<file path="config.mk">
export PLATFORM = sky130hd
export DESIGN_NAME = lr35902_block_dma_flat
export DESIGN_NICKNAME = d
export VERILOG_FILES = /design/src/rtl/lr35902_block_dma_if.sv /design/src/rtl/lr35902_block_dma.sv /design/src/flat_wrapper.sv
export SDC_FILE = /design/constraint.sdc
export NUM_CORES = 1
export LEC_CHECK = 0
export ABC_AREA = 1
export ABC_CLOCK_PERIOD_IN_PS = 3170
export BUFFER_PORTS_ARGS = -buffer_cell sky130_fd_sc_hd__buf_2
export CORE_ASPECT_RATIO = 1.4
export CORE_UTILIZATION = 25
export DETAILED_ROUTE_END_ITERATION = 12
export SLEW_MARGIN = 25
export SYNTH_ARGS = -nofsm -noshare
export SYNTH_HDL_FRONTEND = slang
export SYNTH_SLANG_ARGS = --single-unit
</file>
<file path="constraint.sdc">
create_clock -name clk -period 3.17 [get_ports clk]
set_input_delay 0.951 -clock clk [delete_from_list [all_inputs] [get_ports clk]]
set_output_delay 0.951 -clock clk [all_outputs]
set_load 0.01 [all_outputs]
</file>
<file path="src/rtl/lr35902_block_dma_if.sv">
// Register-bus and memory-bus signals of the block DMA engine.
// slave = the DMA engine, master = CPU register port plus memory arbiter.
`timescale 1ns/1ps
interface lr35902_block_dma_if #(
    parameter int ADR_WIDTH = 16
);
    logic [2:0]           reg_adr;
    logic [7:0]           reg_din;
    logic                 reg_write;
    logic [7:0]           reg_dout;
    logic [ADR_WIDTH-1:0] adr_src;
    logic [7:0]           din;
    logic                 read;
    logic [ADR_WIDTH-1:0] adr_dst;
    logic [7:0]           dout;
    logic                 write;

    modport slave (
        input  reg_adr, reg_din, reg_write, din,
        output reg_dout, adr_src, read, adr_dst, dout, write
    );

    modport master (
        output reg_adr, reg_din, reg_write, din,
        input  reg_dout, adr_src, read, adr_dst, dout, write
    );
endinterface

</file>
<file path="src/rtl/lr35902_block_dma.sv">
// Block copy engine: moves BLOCK_BYTES-sized blocks, either back-to-back
// (general mode) or one block per hblank period, halting the CPU while copying.
`timescale 1ns/1ps
module lr35902_block_dma #(
    parameter int ADR_WIDTH       = 16,
    parameter int BLOCK_BYTES     = 16,
    parameter int CYCLES_PER_BYTE = 4,
    parameter int START_DELAY     = 8
) (
    input  logic               clk,
    input  logic               reset,
    lr35902_block_dma_if.slave bus,
    input  logic               hblank,
    output logic               active,
    output logic               cpu_halt
);
    localparam int BW = $clog2(BLOCK_BYTES);
    localparam int CW = $clog2(CYCLES_PER_BYTE);
    localparam int DW = $clog2(START_DELAY + 2);
    localparam logic [ADR_WIDTH-1:0] ALIGN_MASK = ~ADR_WIDTH'(BLOCK_BYTES - 1);

    typedef enum logic [1:0] {S_IDLE, S_START, S_WAIT, S_BUSY} state_t;

    state_t               state_q, state_d;
    logic [DW-1:0]        delay_q, delay_d;
    logic [CW-1:0]        cycle_q, cycle_d;
    logic [BW-1:0]        byte_q, byte_d;
    logic [6:0]           rem_q, rem_d;
    logic                 mode_q, mode_d;
    logic                 armed_q, armed_d;
    logic                 cancel_q, cancel_d;
    logic [7:0]           src_hi_q, src_hi_d, src_lo_q, src_lo_d;
    logic [7:0]           dst_hi_q, dst_hi_d, dst_lo_q, dst_lo_d;
    logic [ADR_WIDTH-1:0] adr_src_q, adr_src_d, adr_dst_q, adr_dst_d;
    logic                 rw_q, rw_d;
    logic                 active_q, active_d;
    logic                 halt_q, halt_d;
    logic                 wr_ctrl, cancel_req;

    always_comb begin
        state_d   = state_q;
        delay_d   = delay_q;
        cycle_d   = cycle_q;
        byte_d    = byte_q;
        rem_d     = rem_q;
        mode_d    = mode_q;
        armed_d   = armed_q;
        cancel_d  = cancel_q;
        src_hi_d  = src_hi_q;
        src_lo_d  = src_lo_q;
        dst_hi_d  = dst_hi_q;
        dst_lo_d  = dst_lo_q;
        adr_src_d = adr_src_q;
        adr_dst_d = adr_dst_q;

        wr_ctrl    = bus.reg_write && (bus.reg_adr == 3'd4);
        cancel_req = wr_ctrl && active_q && mode_q && !bus.reg_din[7];

        if (!hblank) armed_d = 1'b1;

        if (bus.reg_write) begin
            case (bus.reg_adr)
                3'd0:    src_hi_d = bus.reg_din;
                3'd1:    src_lo_d = bus.reg_din;
                3'd2:    dst_hi_d = bus.reg_din;
                3'd3:    dst_lo_d = bus.reg_din;
                default: ;
            endcase
        end

        case (state_q)
            S_START: begin
                if (delay_q == DW'(START_DELAY)) begin
                    state_d = mode_q ? S_WAIT : S_BUSY;
                    cycle_d = '0;
                    byte_d  = '0;
                end else begin
                    delay_d = delay_q + DW'(1);
                end
            end
            S_WAIT: begin
                if (hblank && armed_q) begin
                    state_d = S_BUSY;
                    armed_d = 1'b0;
                end
            end
            S_BUSY: begin
                if (cycle_q == CW'(CYCLES_PER_BYTE - 1)) begin
                    cycle_d   = '0;
                    byte_d    = byte_q + BW'(1);
                    adr_src_d = adr_src_q + ADR_WIDTH'(1);
                    adr_dst_d = adr_dst_q + ADR_WIDTH'(1);
                    if (byte_q == BW'(BLOCK_BYTES - 1)) begin
                        // rem wraps 0 -> 0x7F on the final block, which reads back as "done"
                        rem_d = rem_q - 7'd1;
                        if (rem_q == 7'd0 || cancel_q) state_d = S_IDLE;
                        else                           state_d = mode_q ? S_WAIT : S_BUSY;
                    end
                end else begin
                    cycle_d = cycle_q + CW'(1);
                end
            end
            default: ;
        endcase

        // A hblank-mode cancel lets a block already in flight run to completion.
        if (cancel_req) begin
            if (state_q == S_BUSY && state_d == S_BUSY) cancel_d = 1'b1;
            else                                        state_d  = S_IDLE;
        end else if (wr_ctrl) begin
            state_d   = S_START;
            delay_d   = '0;
            mode_d    = bus.reg_din[7];
            rem_d     = bus.reg_din[6:0];
            armed_d   = 1'b1;
            cancel_d  = 1'b0;
            adr_src_d = ADR_WIDTH'({src_hi_q, src_lo_q}) & ALIGN_MASK;
            adr_dst_d = ADR_WIDTH'({dst_hi_q, dst_lo_q}) & ALIGN_MASK;
        end

        if (state_d == S_IDLE) cancel_d = 1'b0;

        rw_d     = (state_d == S_BUSY) && (cycle_d < CW'(CYCLES_PER_BYTE / 2));
        active_d = (state_d != S_IDLE);
        halt_d   = (state_d == S_BUSY);
    end

    always_ff @(posedge clk or negedge reset) begin
        if (!reset) begin
            state_q   <= S_IDLE;
            delay_q   <= '0;
            cycle_q   <= '0;
            byte_q    <= '0;
            rem_q     <= 7'h7F;
            mode_q    <= 1'b0;
            armed_q   <= 1'b1;
            cancel_q  <= 1'b0;
            src_hi_q  <= '0;
            src_lo_q  <= '0;
            dst_hi_q  <= '0;
            dst_lo_q  <= '0;
            adr_src_q <= '0;
            adr_dst_q <= '0;
            rw_q      <= 1'b0;
            active_q  <= 1'b0;
            halt_q    <= 1'b0;
        end else begin
            state_q   <= state_d;
            delay_q   <= delay_d;
            cycle_q   <= cycle_d;
            byte_q    <= byte_d;
            rem_q     <= rem_d;
            mode_q    <= mode_d;
            armed_q   <= armed_d;
            cancel_q  <= cancel_d;
            src_hi_q  <= src_hi_d;
            src_lo_q  <= src_lo_d;
            dst_hi_q  <= dst_hi_d;
            dst_lo_q  <= dst_lo_d;
            adr_src_q <= adr_src_d;
            adr_dst_q <= adr_dst_d;
            rw_q      <= rw_d;
            active_q  <= active_d;
            halt_q    <= halt_d;
        end
    end

    assign bus.adr_src  = adr_src_q;
    assign bus.adr_dst  = adr_dst_q;
    assign bus.read     = rw_q;
    assign bus.write    = rw_q;
    assign bus.dout     = bus.din;
    assign bus.reg_dout = {~active_q, rem_q};
    assign active       = active_q;
    assign cpu_halt     = halt_q;
endmodule

</file>
<file path="src/flat_wrapper.sv">
// flat-port wrapper written by rule: the top's interface ports become plain ports
module lr35902_block_dma_flat 
#(
    parameter int ADR_WIDTH       = 16,
    parameter int BLOCK_BYTES     = 16,
    parameter int CYCLES_PER_BYTE = 4,
    parameter int START_DELAY     = 8
)
  (clk, reset, hblank, active, cpu_halt, bus_reg_adr, bus_reg_din, bus_reg_write, bus_din, bus_reg_dout, bus_adr_src, bus_read, bus_adr_dst, bus_dout, bus_write);
  lr35902_block_dma_if #(.ADR_WIDTH(ADR_WIDTH)) bus_i ();
  input  logic clk;
  input  logic reset;
  input  logic hblank;
  output logic active;
  output logic cpu_halt;
  input wire logic [$bits(bus_i.reg_adr)-1:0] bus_reg_adr;
  input wire logic [$bits(bus_i.reg_din)-1:0] bus_reg_din;
  input wire logic [$bits(bus_i.reg_write)-1:0] bus_reg_write;
  input wire logic [$bits(bus_i.din)-1:0] bus_din;
  output wire logic [$bits(bus_i.reg_dout)-1:0] bus_reg_dout;
  output wire logic [$bits(bus_i.adr_src)-1:0] bus_adr_src;
  output wire logic [$bits(bus_i.read)-1:0] bus_read;
  output wire logic [$bits(bus_i.adr_dst)-1:0] bus_adr_dst;
  output wire logic [$bits(bus_i.dout)-1:0] bus_dout;
  output wire logic [$bits(bus_i.write)-1:0] bus_write;
  assign bus_i.reg_adr = bus_reg_adr;
  assign bus_i.reg_din = bus_reg_din;
  assign bus_i.reg_write = bus_reg_write;
  assign bus_i.din = bus_din;
  assign bus_reg_dout = bus_i.reg_dout;
  assign bus_adr_src = bus_i.adr_src;
  assign bus_read = bus_i.read;
  assign bus_adr_dst = bus_i.adr_dst;
  assign bus_dout = bus_i.dout;
  assign bus_write = bus_i.write;
  lr35902_block_dma #(.ADR_WIDTH(ADR_WIDTH), .BLOCK_BYTES(BLOCK_BYTES), .CYCLES_PER_BYTE(CYCLES_PER_BYTE), .START_DELAY(START_DELAY)) u_core (.clk(clk), .reset(reset), .bus(bus_i), .hblank(hblank), .active(active), .cpu_halt(cpu_halt));
endmodule
</file>
# Word-level counts from Yosys, hierarchy flattened
# Index checks and enable logic that the tools add are counted.
[classes] addsub=6 n_lt_le_gt_ge=1 eq_ne=15 muxes=42 bitwise=2 n_reduce_logical=22
[ops] cell="$mux 16" count=8
[ops] cell="$mux 7" count=5
[ops] cell="$add 16x1->16 const B" count=2
[ops] cell="$mux 4" count=6
[ops] cell="$mux 2" count=10
[ops] cell="$reduce_and 2->1" count=6
[ops] cell="$eq 2x2->1 const B" count=5
[ops] cell="$mux 1" count=10
[ops] cell="$add 4x1->4 const B" count=2
[ops] cell="$eq 4x4->1 const B" count=2
[ops] cell="$pmux 4 s2" count=1
[ops] cell="$logic_and 1x1->1" count=7
[ops] cell="$logic_not 7->1" count=1
[ops] cell="$sub 7x1->7 const B" count=1
[ops] cell="$eq 3x2->1 const B" count=2
[ops] cell="$pmux 2 s3" count=1
[ops] cell="$ne 2x1->1 const B" count=2
[ops] cell="$pmux 2 s2" count=1
[ops] cell="$reduce_bool 2->1" count=2
[ops] cell="$eq 3x1->1 const B" count=1
[ops] cell="$eq 3x3->1 const B" count=1
[ops] cell="$logic_not 3->1" count=1
[ops] cell="$ne 3x3->1 const B" count=1
[ops] cell="$reduce_and 3->1" count=1
[ops] cell="8 further kinds" count=9
[word_totals] ff_bits=89 input_bits=23 out_inout_bits=52 wordCells=105

# Depth between registers and ports, before layout
[depth] word_depth=13 ltp_mapped=12 ltp_nobuf=12

# Least setup slack after synthesis
# Ideal clock, no wire load.
[synth_path] path_kind="in2out" from="input bus_din[0]" to="output bus_dout[0]" t_arrival_ns=1.070 t_required_ns=2.219 path_slack_ns=1.149 stages=1 path_buffers=1 path_cell_list="buf_4"
[synth_lines] element="start: declaration" line_no="flat_wrapper.sv:19" rtl="input wire logic [$bits(bus_i.din)-1:0] bus_din;"
[synth_lines] element="end: declaration" line_no="flat_wrapper.sv:24" rtl="output wire logic [$bits(bus_i.dout)-1:0] bus_dout;"
# No word-level cell between the ends.

# Worst setup path in the final report
[layout_path] from="input bus_reg_adr[0]" to="register u_core.adr_dst_q[1] (netlist: u_core.bus.adr_dst[1])"
[layout_via] elab_chain_cells=6
[layout_lines] element="start: declaration" line_no="flat_wrapper.sv:16" rtl="input wire logic [$bits(bus_i.reg_adr)-1:0] bus_reg_adr;"
[layout_lines] element="$eq 3x3->1 (*)" line_no="lr35902_block_dma.sv:56" rtl="wr_ctrl = bus.reg_write && (bus.reg_adr == 3'd4);"
[layout_lines] element="$logic_and 1x1->1 (*)" line_no="lr35902_block_dma.sv:56"
[layout_lines] element="$logic_and 1x1->1 (3 in series)" line_no="lr35902_block_dma.sv:57" rtl="cancel_req = wr_ctrl && active_q && mode_q && !bus.reg_din[7];"
[layout_lines] element="$mux 16 (*)" line_no="lr35902_block_dma.sv:107" rtl="if (cancel_req) begin"
[layout_lines] element="named net u_core.adr_dst_d[1]" line_no="lr35902_block_dma.sv:34" rtl="logic [ADR_WIDTH-1:0] adr_src_q, adr_src_d, adr_dst_q, adr_dst_d;"
[layout_lines] element="end signal: assignment" line_no="lr35902_block_dma.sv:161" rtl="adr_dst_q <= adr_dst_d;"
[layout_lines] element="end: declaration" line_no="lr35902_block_dma.sv:34"
# The timed path passes the listed nets; every way through them passes the cells marked *.
# A chain may end at the register's enable or synchronous reset.

==> key figures <==
Die
  – # rows: 55
  – Die X: 111 microns
  – Die ar.: 0.0173 sq mm
  – Initial Util: 25.7%
  – I/O Pins: 75
  – Core Area: 0.0163 sq mm
  – Die height: 155 microns

CTS
  – CTS H-tree lvls: 3
  – CTS max path bufs: 2
  – CTS tree: yes
  – Hold buffer count at CTS: 0
  – Clk_lat worst skew: 0.34 ns
  – Clk sink count: 81
  – CTS buffer count: 9
  – Setup Fix Bufs, Post-CTS: 0
  – Clk pin slew, worst setup/hold paths: 0.06 ns
  – # resized after CTS: 0
  – Clk root buf: clkbuf_16

Synth
  – XOR/XNOR Fraction of Synth Area: 3.34%
  – Largest family of logic cells by synthesized area: simple AND/OR/NAND/NOR gates
  – Syn Area/Cell: 8.24 sq um
  – Post-synthesis sequential area ratio: 48.6%
  – Multiplexer area fraction after synthesis: 0%
  – Synthesized instance count: 509
  – YS warnings: 0
  – Synth Cell Area: 0.00420 sq mm
  – Netlist cell types: 37
  – Compound-Gate Fraction of Synth Area: 11.0%
  – Synth Area in Adders: 2.09%
  – Synth Area in Simple Gates: 26.7%
  – Mapped Nets: 539
  – #FFs+latches synth: 81

Setup path
  – Worst Setup SP: bus_reg_adr[0]
  – CP startpoint kind: input port
  – Worst path depth: 10
  – Worst reg2reg path startpoint: u_core.cycle_q[0]$_DFFE_PN0P_
  – Crit-path cells: buf_2, nor2_1, nand3_1, nor2_1, nor2_2, inv_2, buf_12, o21a_1, o21ai_0, inv_1
  – Most frequent CP cell: nor2_1
  – WP data arrival: 2.38 ns
  – CP top delay family: simple AND/OR/NAND/NOR gates
  – Reg2reg setup slack: 1.08 ns
  – R2R Path End: u_core.bus.adr_src[11]$_DFF_PN0_
  – CP max FO: 40
  – Crit Path Class: in2reg
  – Crit-path slowest cell: nor2_1
  – Worst setup endpoint: u_core.bus.adr_dst[1]$_DFF_PN0_
  – Bufs and invs on worst path: 4
  – Critical Path RT: 3.45 ns
  – Reg2Reg Depth: 10
  – Worst Setup End Kind: flip-flop
  – CP peak stage delay: 0.25 ns

Timing
  – Period minus WS final: 2.10 ns
  – Worst relative slew slack: 65.5%
  – Fin Setup TNS: 0 ns
  – Fmax: 476 MHz
  – Clk_skew: 0.00722 ns
  – Final setup viols: 0
  – Period utilization: 66.3%
  – Final hold slack: 0.477 ns
  – Worst Max-Slew Pin Slew: 0.518 ns
  – RSZ-0062 raised after global routing: false
  – Final Hold Viols: 0
  – Final Max Slew Viols: 0
  – Setup WS post-layout: 1.07 ns

Placement
  – Placed cells: 750
  – DP Worst Slack: 0.740 ns
  – RD Place Congestion: 0.789
  – DP HPWL: 7800 microns
  – Dpl cell area: 0.00466 sq mm
  – Port Buffer Count: 58

Global route
  – Grt met2 use: 21.3%
  – Gr ovfl total: 0
  – M3 GR Usage: 2.30%
  – GRT Max-Usage Layer: met2
  – First-pass GRT wire length: 17000 microns
  – Initial antenna violation count: 0
  – Global-route met1 utilization: 15.6%
  – Gr usage total: 12.8%
  – Number of global-route vias before repair: 3272
  – Largest net degree at the start of global routing: 41

Outcome
  – Result of the run: complete, but fails checks
  – Failing checks: DRC

Cells and area
  – Most common cell after layout, fill and taps aside: nand2_1
  – Syn-to-layout area delta: 18.4%
  – Final std cell area, no fill: 0.00497 sq mm
  – Final std cells w/o fill: 766
  – Layout net count: 592
  – Ant diodes: 0
  – Most frequent cells in the layout: nand2_1 (128), dfrtp_1 (73), buf_2 (57)
  – Layout cells sized above 1: 19.2%
  – Core Util, Final: 30.5%
  – Filler instances: 1736

Route
  – Total Wirelength: 10500 microns
  – Drc violations: 3
  – Detailed-route via count: 3412
  – DR iter-0 viols: 143
  – Final antenna-violating net count: 0
  – Via/cell ratio: 4.45
  – First-pass DRT Iterations: 8
  – Post-DR wirelength/cell: 13.7 microns

Job
  – Total of max-cap violations: 0

Hold path
  – Min-delay src: u_core.dst_hi_q[0]$_DFFE_PN0P_
  – Hold WC Path Type: reg2reg

Power and ir drop
  – Total design power: 3.60 mW
  – Peak supply drop: 300 uV
  – Power Dens Cells: 724 mW/mm^2
  – Leakage power: 2.47 nW
worst min path at each step:
stage / end / cells past startpoint
after floorplan: u_core.dst_hi_q[7]$_DFFE_PN0P_ / 2
after global placement: u_core.dst_hi_q[7]$_DFFE_PN0P_ / 2
after detailed placement: u_core.bus.adr_dst[11]$_DFF_PN0_ / 2
after CTS: u_core.bus.adr_dst[11]$_DFF_PN0_ / 2
after global routing: u_core.bus.adr_dst[11]$_DFF_PN0_ / 2
final: u_core.bus.adr_dst[8]$_DFF_PN0_ / 2
report_power, final:
| part | switching, mW | total [mW] | internal [mW] |
|---|---|---|---|
| Combinational | 0.572 | 0.938 | 0.367 |
| Sequential | 0.257 | 1.57 | 1.31 |
| Clock | 0.400 | 1.09 | 0.688 |
| Total | 1.23 | 3.60 | 2.37 |
cell families after synthesis:
| family | count (synthesis) |
|---|---|
| AND/OR/NAND/NOR | 242 |
| AO/OA/AOI/OAI | 85 |
| flip-flops | 81 |
| buffers and inverters | 78 |
| XOR/XNOR | 16 |
| adder cells (fa/ha/maj) | 7 |
worst register-to-register path: cells and delay by family, from the launching register on:
kind | cells | cell delay, ns
flops | 1 | 0.38
fa+ha+maj | 1 | 0.32
simple gates | 7 | 1.09
compound gates | 1 | 0.14
buf+inv | 1 | 0.03
per-layer routing:
metal	routed length, microns	part of all wire (%)
met1	4690	45
met2	5090	49
met3	365	3.5
met4	309	3.0
met5	0	0
cell type report:
type | instances | area [sq um] | area share [%]
Timing Repair Buffer | 62 | 348 | 7.00
Sequential cell | 81 | 2040 | 41.0
Clock inverter | 4 | 70.1 | 1.41
Multi-Input combinational cell | 350 | 1810 | 36.4
Tap cell | 199 | 249 | 5.01
Clock buffer | 12 | 236 | 4.76
Inverter | 58 | 218 | 4.38
cells in the mapped netlist:
library cell	n	area [sq um]
nand3_4	2	35.0
a21oi_2	1	8.76
or2_1	1	6.26
inv_1	54	203
o21bai_1	1	7.51
a21oi_1	21	105
nand4_1	7	43.8
nand3b_2	1	11.3
buf_4	12	90.1
dfrtp_1	73	1830
o31ai_1	1	7.51
clkbuf_1	2	7.51
nand3_1	27	135
nor2_8	2	40.0
nor2_1	55	206
dfstp_2	8	210
nand2_2	1	6.26
nor4_4	1	21.3
nor2_2	4	25.0
a211oi_1	2	15.0
inv_2	4	15.0
nor2_4	2	22.5
xor2_1	13	114
nor3_1	4	20.0
o21ai_0	51	255
xnor2_1	3	26.3
nand2_1	128	480
nand3_2	1	10.0
nor3_4	1	16.3
or2_2	3	18.8
o211ai_1	4	30.0
o21a_1	3	22.5
buf_6	1	11.3
ha_1	7	87.6
nor3_2	2	20.0
buf_2	5	25.0
o221ai_1	1	8.76
sequential cells by signal, summed over array words and instances (netlist names), 2 cells and up:
signal and cells:
u_core.dst_lo_q 4, u_core.byte_q 4, u_core.dst_hi_q 8, u_core.bus.adr_dst 16, u_core.delay_q 4, u_core.bus.adr_src 16, u_core.rem_q 7, u_core.cycle_q 2
u_core.src_hi_q 8, u_core.state_q 2, u_core.src_lo_q 4
Note: power is estimated with default switching activity, not from simulation.
